$ cat src/rtl/local_mem_arbiter_pkg.sv
// Shared types and defaults for the local memory arbiter.
package local_mem_arbiter_pkg;

    // Default number of consecutive port-1 denials before it is forced through.
    localparam int LOCAL_MEM_ARB_MAX_WAIT = 4;

    typedef enum logic {
        ARB    = 1'b0,
        LOCKED = 1'b1
    } arb_state_t;

    typedef struct packed {
        logic [29:0] addr;
        logic [3:0]  be;
        logic [31:0] wdata;
        logic        re;
    } local_mem_req_t;

endpackage

$ cat src/rtl/local_mem_arbiter_starve.sv
// Saturating count of consecutive cycles a port-1 request has been denied.
// force_grant tells the arbiter the bound has been reached.
module lm_starve_counter
    import local_mem_arbiter_pkg::*;
#(
    parameter int MAX_WAIT = LOCAL_MEM_ARB_MAX_WAIT
) (
    input  logic       clk,
    input  logic       rst,
    input  logic       req,
    input  logic       gnt,
    output logic [3:0] cnt,
    output logic       force_grant
);

    localparam logic [3:0] MAX_CNT = 4'(MAX_WAIT);

    // Count denied cycles, saturate at the bound, clear on grant or withdrawn request.
    always_ff @(posedge clk) begin
        if (rst) begin
            cnt <= 4'd0;
        end else if (req && !gnt) begin
            if (cnt != MAX_CNT) begin
                cnt <= cnt + 4'd1;
            end
        end else begin
            cnt <= 4'd0;
        end
    end

    // Bound reached: the arbiter must serve port 1 when it next can.
    always_comb begin
        force_grant = (cnt == MAX_CNT);
    end

endmodule

$ cat src/rtl/local_mem_arbiter.sv
// Two-port arbiter for a single-port, one-cycle-latency local memory.
// Handshake: an access is accepted in any cycle where pX_req and pX_gnt are
// both high; gnt is combinational from req and registered state, and the
// requester must hold addr/be/wdata stable until it sees gnt.
// Port 0 has priority and may lock the memory for one extra cycle (AMO
// write-back); port 1 is forced through after MAX_WAIT denials.
module local_mem_arbiter
    import local_mem_arbiter_pkg::*;
#(
    parameter int MAX_WAIT = LOCAL_MEM_ARB_MAX_WAIT
) (
    input  logic        clk,
    input  logic        rst,
    input  logic        p0_req,
    input  logic        p0_lock,
    input  logic        p0_re,
    input  logic [29:0] p0_addr,
    input  logic [3:0]  p0_be,
    input  logic [31:0] p0_wdata,
    output logic        p0_gnt,
    output logic [31:0] p0_rdata,
    output logic        p0_rvalid,
    input  logic        p1_req,
    input  logic        p1_re,
    input  logic [29:0] p1_addr,
    input  logic [3:0]  p1_be,
    input  logic [31:0] p1_wdata,
    output logic        p1_gnt,
    output logic [31:0] p1_rdata,
    output logic        p1_rvalid,
    output logic [29:0] mem_addr,
    output logic        mem_en,
    output logic [3:0]  mem_be,
    output logic [31:0] mem_wdata,
    input  logic [31:0] mem_rdata,
    output arb_state_t  state_dbg,
    output logic [3:0]  wait_cnt_dbg
);

    arb_state_t     state;
    arb_state_t     state_nxt;
    local_mem_req_t req0;
    local_mem_req_t req1;
    local_mem_req_t sel;
    logic [3:0]     wait_cnt;
    logic           force_p1;
    logic           owner;
    logic           rd_pend;

    assign req0 = '{addr: p0_addr, be: p0_be, wdata: p0_wdata, re: p0_re};
    assign req1 = '{addr: p1_addr, be: p1_be, wdata: p1_wdata, re: p1_re};

    lm_starve_counter #(
        .MAX_WAIT(MAX_WAIT)
    ) u_starve (
        .clk        (clk),
        .rst        (rst),
        .req        (p1_req),
        .gnt        (p1_gnt),
        .cnt        (wait_cnt),
        .force_grant(force_p1)
    );

    // Arbitration state register.
    always_ff @(posedge clk) begin
        if (rst) begin
            state <= ARB;
        end else begin
            state <= state_nxt;
        end
    end

    // Grant decision and next state; nothing is granted while in reset.
    always_comb begin
        p0_gnt    = 1'b0;
        p1_gnt    = 1'b0;
        state_nxt = state;
        if (!rst) begin
            case (state)
                ARB: begin
                    if (p1_req && force_p1) begin
                        p1_gnt = 1'b1;
                    end else if (p0_req) begin
                        p0_gnt = 1'b1;
                    end else if (p1_req) begin
                        p1_gnt = 1'b1;
                    end
                    if (p0_gnt && p0_lock) begin
                        state_nxt = LOCKED;
                    end
                end
                LOCKED: begin
                    // Lock input is ignored here so a lock spans exactly one cycle.
                    p0_gnt    = p0_req;
                    state_nxt = ARB;
                end
                default: begin
                    state_nxt = ARB;
                end
            endcase
        end
    end

    // Memory mux: granted port drives the memory; idle cycles present port 0 with no writes.
    always_comb begin
        sel       = p1_gnt ? req1 : req0;
        mem_en    = p0_gnt | p1_gnt;
        mem_addr  = sel.addr;
        mem_wdata = sel.wdata;
        mem_be    = mem_en ? sel.be : 4'd0;
    end

    // Remember which port owns the read data returning next cycle.
    always_ff @(posedge clk) begin
        if (rst) begin
            rd_pend <= 1'b0;
            owner   <= 1'b0;
        end else begin
            rd_pend <= (p0_gnt && p0_req && p0_re) || (p1_gnt && p1_req && p1_re);
            owner   <= p1_gnt;
        end
    end

    // Route read data; a reset cycle drops any response still in flight.
    always_comb begin
        p0_rdata     = mem_rdata;
        p1_rdata     = mem_rdata;
        p0_rvalid    = rd_pend && !owner && !rst;
        p1_rvalid    = rd_pend && owner && !rst;
        state_dbg    = state;
        wait_cnt_dbg = wait_cnt;
    end

endmodule

$ cat config.mk
export PLATFORM = sky130hd
export DESIGN_NAME = local_mem_arbiter
export DESIGN_NICKNAME = d
export VERILOG_FILES = /design/src/rtl/local_mem_arbiter_pkg.sv /design/src/rtl/local_mem_arbiter_starve.sv /design/src/rtl/local_mem_arbiter.sv
export SDC_FILE = /design/constraint.sdc
export NUM_CORES = 1
export LEC_CHECK = 0
export ABC_CLOCK_PERIOD_IN_PS = 2200
export CORE_AREA = 3 3 120 122
export CTS_BUF_LIST = sky130_fd_sc_hd__clkbuf_4
export DETAILED_ROUTE_END_ITERATION = 10
export DIE_AREA = 0 0 123 125
export PLACE_DENSITY = 0.53
export SYNTH_ARGS = -nofsm -noshare
export SYNTH_HDL_FRONTEND = slang
export SYNTH_SLANG_ARGS = --single-unit
export TNS_END_PERCENT = 5
$ cat constraint.sdc
create_clock -name clk -period 2.2 [get_ports clk]
set_clock_uncertainty 0.1 [all_clocks]
set_input_delay 0.44 -clock clk [delete_from_list [all_inputs] [get_ports clk]]
set_output_delay 0.44 -clock clk [all_outputs]
set_load 0.02 [all_outputs]
[Word level (Yosys, flattened, before mapping)]
Cells that the tools add are included.
Word-level totals
  register bits after elaboration: 7
  bits in latches: 0
  bits in writable memories: 0
  ROM bits: 0
  input port bits: 171
  output and inout port bits: 140
  word-level logic and storage cells: 41
  memories kept: 0
Cells by class
  $add $sub $neg: 1
  multiply operators: 0
  div/mod/pow operators: 0
  magnitude comparators: 0
  equality and inequality tests: 2
  shift-type cells: 0
  muxes and demuxes: 15
  bitwise gates (word level): 3
  reductions and logical operators: 16
Operator list (number)
  67-bit two-way mux: 1
  1-bit logical AND: 11
  1-bit two-way mux: 11
  4-bit by 1-bit adder with 4-bit output, second input constant: 1
  4-bit by 3-bit equality test with 1-bit output, second input constant: 1
  4-bit two-way mux: 1
  4-bit by 3-bit != test with 1-bit output, second input constant: 1
  1-bit one-hot mux with 2 select lines: 2
  1-bit zero test: 3
  1-bit NOT: 2
  2-bit OR reduction: 1
  1-bit logical OR: 1
  1-bit OR: 1

[Logic depth before layout (Yosys ltp)]
Gate-level depths: netlist of the first run.
  depth in word-level cells: 10
  mapped depth: 7

[By module]
From an unflattened synthesis of the first run, not the netlist that was laid out.
Second synthesis, totals
  cell total of the unflattened synthesis: 187
  area total of the unflattened synthesis: 1712.9 um^2
Modules (own cells, without submodules)
  local_mem_arbiter: instances 1, cells an instance 166, area an instance 1498.9 um^2
  lm_starve_counter: instances 1, cells an instance 21, area an instance 214.0 um^2

[Worst setup path before layout of the first run]
No wires, ideal clock.
  path type: register to output
  start point: reg u_starve.cnt[0]
  end point: out mem_be[0]
  arrival time: 1927 ps
  required time: 1660 ps
  path slack: -267 ps
  stages on the path, launching flop included: 6
  path through: dfxtp_1 -> inv_1 -> ha_1 -> and3b_1 -> a21oi_1 -> a22o_1
Between the ends
  longest elaborated chain between the ends: 9
  elaborated cells on any way between the ends: 13
RTL lines
  from (decl): line local_mem_arbiter_starve.sv:12  | output logic [3:0] cnt,
  from (signal assigned): line local_mem_arbiter_starve.sv:24  | cnt <= cnt + 4'd1;
  4-bit by 3-bit equality test with 1-bit output: line local_mem_arbiter_starve.sv:33  | force_grant = (cnt == MAX_CNT);
  1-bit logical AND: line local_mem_arbiter.sv:81  | if (p1_req && force_p1) begin
  1-bit two-way mux: line local_mem_arbiter.sv:81
  1-bit two-way mux: line local_mem_arbiter.sv:79  | case (state)
  1-bit two-way mux: line local_mem_arbiter.sv:78  | if (!rst) begin
  1-bit one-hot mux with 2 select lines: line local_mem_arbiter.sv:79
  1-bit two-way mux: line local_mem_arbiter.sv:78
  named net p0_gnt: line local_mem_arbiter.sv:20  | output logic p0_gnt,
  1-bit OR: line local_mem_arbiter.sv:107  | mem_en = p0_gnt | p1_gnt;
  4-bit two-way mux: line local_mem_arbiter.sv:110  | mem_be = mem_en ? sel.be : 4'd0;
  to (decl): line local_mem_arbiter.sv:33  | output logic [3:0] mem_be,
The timed path passes the listed nets, and every way through them passes these cells. The select of a mux whose other input is x is not followed.

[Worst setup path after layout of the first run]
  start point: reg u_starve.cnt[1]
  end point: out mem_addr[0]
Between the ends
  longest elaborated chain between the ends: 6
RTL lines
  4-bit by 3-bit equality test with 1-bit output: line local_mem_arbiter_starve.sv:33
  1-bit logical AND: line local_mem_arbiter.sv:81
  1-bit two-way mux: line local_mem_arbiter.sv:81
  1-bit two-way mux: line local_mem_arbiter.sv:79
  1-bit two-way mux: line local_mem_arbiter.sv:78
  67-bit two-way mux: line local_mem_arbiter.sv:106  | sel = p1_gnt ? req1 : req0;
  to (decl): line local_mem_arbiter.sv:31  | output logic [29:0] mem_addr,
No other way between the ends.

==> results of run 1 <==
-- flip-flops by register name, summed over array words and instances (netlist names) --
register / cells
state_dbg: 1
owner: 1
rd_pend: 1
u_starve.cnt: 4
-- kinds of logic after synthesis --
logic type,count (synthesis)
buffers and inverters,75
multiplexers,63
AND/OR/NAND/NOR,17
AO/OA/AOI/OAI,13
flip-flops,7
adder cells (fa/ha/maj),2
XOR/XNOR,1
-- cell type report --
| class | instances | area (um^2) |
|---|---|---|
| clock buffer | 4 | 30.0 |
| fill | 1409 | 9320 |
| inverter | 3 | 13.8 |
| multi-input combinational | 96 | 1160 |
| sequential | 7 | 145 |
| tap | 176 | 220 |
| timing repair buffer | 240 | 2410 |
-- worst register-to-register path, stage by stage, from the launching register on --
cell and delay, ps:
dfxtp_4 350, inv_4 30, ha_4 150, buf_4 130, buf_4 120, and3b_1 210, buf_4 160, or3_1 330
a21oi_1 140
-- per-layer routing --
| layer | up-vias | wire length, um | share of wire [%] | track usage [%] |
|---|---|---|---|---|
| li1 | 905 | - | - | - |
| met1 | 861 | 2930 | 34 | 10.5 |
| met3 | 24 | 811 | 9.5 | 2.62 |
| met5 | - | 0 | 0 | 0 |
| met2 | 117 | 4630 | 54 | 19.0 |
| met4 | 0 | 126 | 1.5 | 2.87 |
-- placed cells by master (no fill, tap or decap), types with 2 or more instances in the layout --
cell type / count
dlygate4sd2_1: 4
nand3_1: 3
clkbuf_4: 4
dfxtp_1: 5
buf_12: 3
clkdlybuf4s50_1: 140
mux2_2: 19
buf_6: 47
buf_16: 4
a22o_1: 5
and3b_1: 2
buf_2: 24
mux2_4: 43
a211oi_1: 2
buf_4: 15
a21oi_1: 3
nor2_1: 4
-- report_power, final --
group | switching [mW] | leakage (nW) | total (mW) | internal (mW)
clock network | 0.0478 | 0.0184 | 0.129 | 0.0816
registers | 0.00249 | 0.0582 | 0.132 | 0.130
logic | 0.286 | 1.62 | 0.788 | 0.501
total | 0.337 | 1.70 | 1.05 | 0.713
-- what timing repair did --
action                                  CTS  global route
pin swaps                                 2             4
endpoints found under the setup margin   71            70
resized for setup                       340            71
cloned                                    4             1
buffers inserted                          4             1
-- how the worst max path moves through the flow --
stage / from / to / slack (ps) / cells past startpoint
floorplan: rst / mem_addr[25] / 9 / 5
global placement: rst / mem_wdata[5] / -960 / 6
detailed placement: rst / mem_wdata[5] / -960 / 6
CTS: u_starve.cnt[1]$_SDFFE_PP0P_ / mem_addr[3] / -480 / 9
global route: u_starve.cnt[1]$_SDFFE_PP0P_ / mem_wdata[31] / -520 / 9
finish: u_starve.cnt[1]$_SDFFE_PP0P_ / mem_addr[0] / -430 / 9
-- stage by stage --
stage | setup TNS [ps] | total power, mW | hold slack, ps
final | -23590 | 1.05 | 525
after global routing | -29430 | 1.11 | 557
after CTS | -24380 | 1.00 | 527
after detailed placement | -62000 | 0.870 | 520
after global placement | -61580 | 0.868 | 501
after floorplan | 0 | 0.584 | 422
==> impl_metrics.py, run 1 <==
metrics = {
    "outcome": {
        "outcome": "finished with violations",
        "violations": "setup timing",
    },
    "synthesis": {
        "ys_types": 25,
        "synth_area_mm2": 0.00166,
        "yosysTopAreaCellShare_pct": 32.5,
        "yosys.area_share.simple_pct": 6.78,
        "synth_compound_area_share_pct": 6.48,
        "avgSynthCellArea_um2": 9.33,
        "synth_seq_area_share_pct": 8.43,
        "muxShareOfSynthArea_pct": 42.6,
        "synth-xor-area-share_pct": 0.527,
        "yosysWarnings": 0,
        "synth_cells": 178,
        "synth_area_leader_cell": "mux2_2",
        "yosys.cell_count.top_type": "buf_4",
        "synth_common_cells": "68 x buf_4, 48 x mux2_2, 14 x mux2_1, 7 x dfxtp_1, 5 x a22o_1",
        "synthFlopType": "dfxtp_1",
        "synthTopCellsByArea": "mux2_2 33%, buf_4 31%, mux2_1 9.5%, dfxtp_1 8.4%, a22o_1 2.6%",
        "synth_nets": 351,
        "ys_ff_latch": 7,
        "synth_edf_count": 0,
        "async_flop_share_pct": 0,
        "synth_top_family_by_area": "multiplexers",
        "synth_adder_area_share_pct": 1.51,
    },
    "clocking": {
        "cts_tree": "built",
        "cts_hold_buffers": 0,
        "cts_max_path_buffers": 2,
        "clock_latency_ps": 250,
        "cts_sinks": 7,
        "cts_root_buf": "clkbuf_4",
        "numCtsBuffers": 3,
        "cts_htree_levels": 1,
        "clk_pin_slew_worst_paths_ps": 50,
    },
    "floorplanning": {
        "die_h_um": 125,
        "rows": 42,
        "ioPinCount": 311,
        "die-area_mm2": 0.0154,
        "die_w_um": 123,
        "initial_core_util_pct": 12.5,
        "coreArea_mm2": 0.0133,
    },
    "timing": {
        "relSlewSlack_pct": 75.3,
        "setup_viol": 67,
        "worstMarginPinSlew_ps": 361,
        "finalCritPeriodShare_pct": 120,
        "slew_violations": 0,
        "fin_ws_ps": -434,
        "rsz0062_at_grt": "true",
        "max_freq_mhz": 380,
        "layout_min_cycle_time_ps": 2630,
        "hold_viol_final": 0,
    },
    "setup_path": {
        "path_buf_inv": 5,
        "worstSetupEndpointType": "output pin",
        "cp.arrival_ps": 2090,
        "reg2reg_to": "u_starve.cnt[0]$_SDFFE_PP0P_",
        "crit_top_cell": "buf_6",
        "cp_top_family": "buffers and inverters",
        "reg2reg_slack_ps": 390,
        "slowest_stage": "dfxtp_4",
        "r2r_start": "u_starve.cnt[1]$_SDFFE_PP0P_",
        "crit_path_max_fanout": 4,
        "path_cells": "inv_4, ha_4, nand3b_4, a211oi_4, buf_6, buf_12, clkbuf_16, mux2_4, buf_6",
        "critPathLaunchType": "register",
        "crit_required_ps": 1660,
        "slowest_delay_ps": 350,
        "crit_type": "register to output pin",
        "r2r_cells": 8,
    },
    "grt": {
        "grt_pass1_wl_mm": 12.0,
        "grt_pass1_vias": 2147,
        "antenna_found_initial": 0,
        "grt.total_usage_pct": 9.98,
        "grt_overflow": 0,
        "grt_max_degree": 19,
    },
    "power": {
        "p_leak_nw": 1.70,
        "ir_worst_vdd_mv": 0.106,
        "pwr_density_cell_mw_per_mm2": 264,
    },
    "drt": {
        "drc_errors": 0,
        "wl_per_cell_um": 16.2,
        "drt-initial-drc-count": 23,
        "route.vias.total": 1907,
        "postRouteAntennaNets": 0,
        "drt_pre_antenna_iters": 3,
        "routed_wl_mm": 8.50,
        "viasPerCell": 3.63,
    },
    "cells_and_area": {
        "final_area_mm2": 0.00398,
        "finalCoreUtilization_pct": 29.9,
        "drive_gt1_share_pct": 48.9,
        "nNetsFinal": 524,
        "antenna_cells": 0,
        "stdcell_count": 526,
        "areaGrowthSynthToFinish_pct": 139,
    },
    "placed_design": {
        "gp_congestion": 0.734,
        "pre_cts_ws_ps": -958,
        "dp_hpwl_mm": 6.65,
        "place_area_mm2": 0.00369,
        "io_buffers": 214,
        "numPlacedInstances": 512,
    },
    "worst_hold_path": {
        "hp-start": "u_starve.cnt[0]$_SDFFE_PP0P_",
        "hold_end": "u_starve.cnt[0]$_SDFFE_PP0P_",
        "hold_class": "register to register",
        "worstHoldPathCells": 3,
    },
    "run": {
        "max-cap-violations": 0,
    },
}
Note: power is estimated with default switching activity, not from simulation.
==> inputs of run 2 (changes only) <==
- CORE_AREA: 3 3 120 122 -> 2 2 122 124
- DIE_AREA: 0 0 123 125 -> 0 0 124 126
- GPL_ROUTABILITY_DRIVEN: default -> 0
- PLACE_DENSITY: 0.53 -> 0.51
==> run 2 against run 1 <==
Register-to-register slack gained 90 ps. Non-clock buffer count up 5. Maximum frequency up 2.8%. Sequential power barely moved. Highest routed layer unchanged. Largest power group unchanged. Utilization down 3.1 points. The flow still finishes with violations (setup timing). Sequential share of layout area increased by 0.14 points. Clock-buffer cell count unchanged. Critical path depth decreased by 1. Final cell count is 2.7% higher. Hold slack improved by 1.8 ps. Largest cell class unchanged. First-iteration DRC count decreased by 30%.
==> impl_metrics.py, run 2 (synthesis gave the netlist of run 1 again) <==
metrics = {
    "grt": {
        "antenna_found_initial": 1,
        "grt.total_usage_pct": 8.97,
        "grt_pass1_wl_mm": 10.7,
        "grt_max_degree": 15,
        "grt_overflow": 0,
        "grt_pass1_vias": 2074,
    },
    "drt": {
        "viasPerCell": 3.57,
        "wl_met2_mm": 3.94,
        "routed_wl_mm": 7.67,
        "wl_met1_mm": 2.78,
        "drt-initial-drc-count": 16,
        "wl_per_cell_um": 14.2,
        "drt_pre_antenna_iters": 5,
        "drc_errors": 0,
        "topRoutingLayerUsed": "met4",
        "route.met3.wl_um": 798,
        "postRouteAntennaNets": 0,
        "route.vias.total": 1930,
    },
    "cells_and_area": {
        "areaGrowthSynthToFinish_pct": 131,
        "finalCoreUtilization_pct": 26.8,
        "top_register": "u_starve.cnt",
        "final_common_cell": "clkdlybuf4s50_1",
        "final_cell_mix": "140 x clkdlybuf4s50_1, 37 x buf_2, 35 x mux2_2",
        "largest_reg_flops": 4,
        "nNetsFinal": 529,
        "drive_gt1_share_pct": 49.6,
    },
    "power": {
        "p_clk_share_pct": 13.3,
        "pwr_density_cell_mw_per_mm2": 261,
        "p_leak_nw": 1.63,
        "power.internal_mw": 0.675,
        "power_switching_mw": 0.326,
        "ir_worst_vdd_mv": 0.0771,
        "switching_share_pct": 32.6,
        "seqPwrFrac_pct": 13.2,
        "total_power_mw": 1.00,
        "power_frac_comb_pct": 73.6,
    },
    "floorplanning": {
        "die-area_mm2": 0.0156,
        "ioPinCount": 311,
        "rows": 44,
        "die_h_um": 126,
        "initial_core_util_pct": 11.6,
        "coreArea_mm2": 0.0143,
        "die_w_um": 124,
    },
    "timing": {
        "setup_viol": 67,
        "fin_ws_ps": -362,
        "finalCritPeriodShare_pct": 116,
        "slew_violations": 0,
        "relSlewSlack_pct": 79.1,
        "rsz0062_at_grt": "true",
        "layout_min_cycle_time_ps": 2560,
        "hold_viol_final": 0,
        "max_freq_mhz": 390,
        "worstMarginPinSlew_ps": 306,
    },
    "clocking": {
        "cts_root_buf": "clkbuf_4",
        "cts_max_path_buffers": 2,
        "cts_tree": "built",
        "clk_pin_slew_worst_paths_ps": 60,
        "clock_latency_ps": 260,
        "cts_sinks": 7,
        "numCtsBuffers": 3,
        "cts_htree_levels": 1,
    },
    "outcome": {
        "outcome": "finished with violations",
        "violations": "setup timing",
    },
    "placed_design": {
        "io_buffers": 214,
        "dp_hpwl_mm": 6.45,
        "pre_cts_ws_ps": -931,
    },
    "worst_hold_path": {
        "hold_class": "register to register",
    },
    "setup_path": {
        "critPathLaunchType": "register",
        "crit_required_ps": 1660,
        "cp.arrival_ps": 2020,
        "worstSetupEndpointType": "output pin",
        "crit_path_max_fanout": 12,
        "crit_type": "register to output pin",
    },
    "run": {
        "max-cap-violations": 0,
    },
}
-- run 2: through the flow --
step	cell area, um^2	hold WS, ps	cells	setup TNS (ps)
after global routing	3830	567	539	-27770
final	3830	527	540	-21420
after global placement	3790	507	528	-59800
after floorplan	1740	422	178	0
after detailed placement	3790	519	528	-61150
after CTS	3670	527	536	-23440
-- run 2: what timing repair did --
| action | 4_1_cts | 5_1_grt |
|---|---|---|
| cloned | 1 | 0 |
| pin swaps | 4 | 0 |
| resized for setup | 321 | 41 |
| hold buffers | 0 | 0 |
| endpoints found under the setup margin | 71 | 70 |
| endpoints found under the hold margin | 0 | 0 |
| buffers inserted | 3 | 3 |
-- run 2: metal layers --
metal  global-route usage (%)  vias to the layer above
li1                         -                      914
met4                     3.24                        0
met3                     1.54                       21
met1                     9.56                      851
met2                     17.3                      144
met5                        0                        -
-- run 2: final timing paths --
path,from,end,slack [ps],depth (start not counted)
worst max register to register,u_starve.cnt[1]$_SDFFE_PP0P_,rd_pend$_SDFF_PP0_,480,9
worst min register to register,u_starve.cnt[0]$_SDFFE_PP0P_,u_starve.cnt[0]$_SDFFE_PP0P_,530,3
worst max-delay path,u_starve.cnt[1]$_SDFFE_PP0P_,mem_wdata[0],-360,8
worst min-delay path,u_starve.cnt[0]$_SDFFE_PP0P_,u_starve.cnt[0]$_SDFFE_PP0P_,530,3
-- run 2: worst max-delay path, stage by stage, from the launching register on --
cell and delay, ps:
dfxtp_4 340, inv_2 60, ha_4 140, nand3b_4 90, a211oi_4 290, buf_12 190
buf_12 140, mux2_2 340, buf_2 160
-- run 2: cell type report --
type,instances,area (um^2)
well taps,184,230
repair buffers,245,2310
clock buffers,4,30.0
multi-input cells,96,1110
inverters,3,11.3
fillers,1563,10500
diodes,1,2.50
flip-flops and latches,7,145
-- run 2: power by group through the flow --
stage | clock network (mW) | registers (mW) | logic, mW
after floorplan | 0 | 0.137 | 0.447
after global placement | 0 | 0.135 | 0.745
after detailed placement | 0 | 0.135 | 0.746
after CTS | 0.138 | 0.132 | 0.707
after global routing | 0.144 | 0.132 | 0.781
final | 0.133 | 0.132 | 0.736
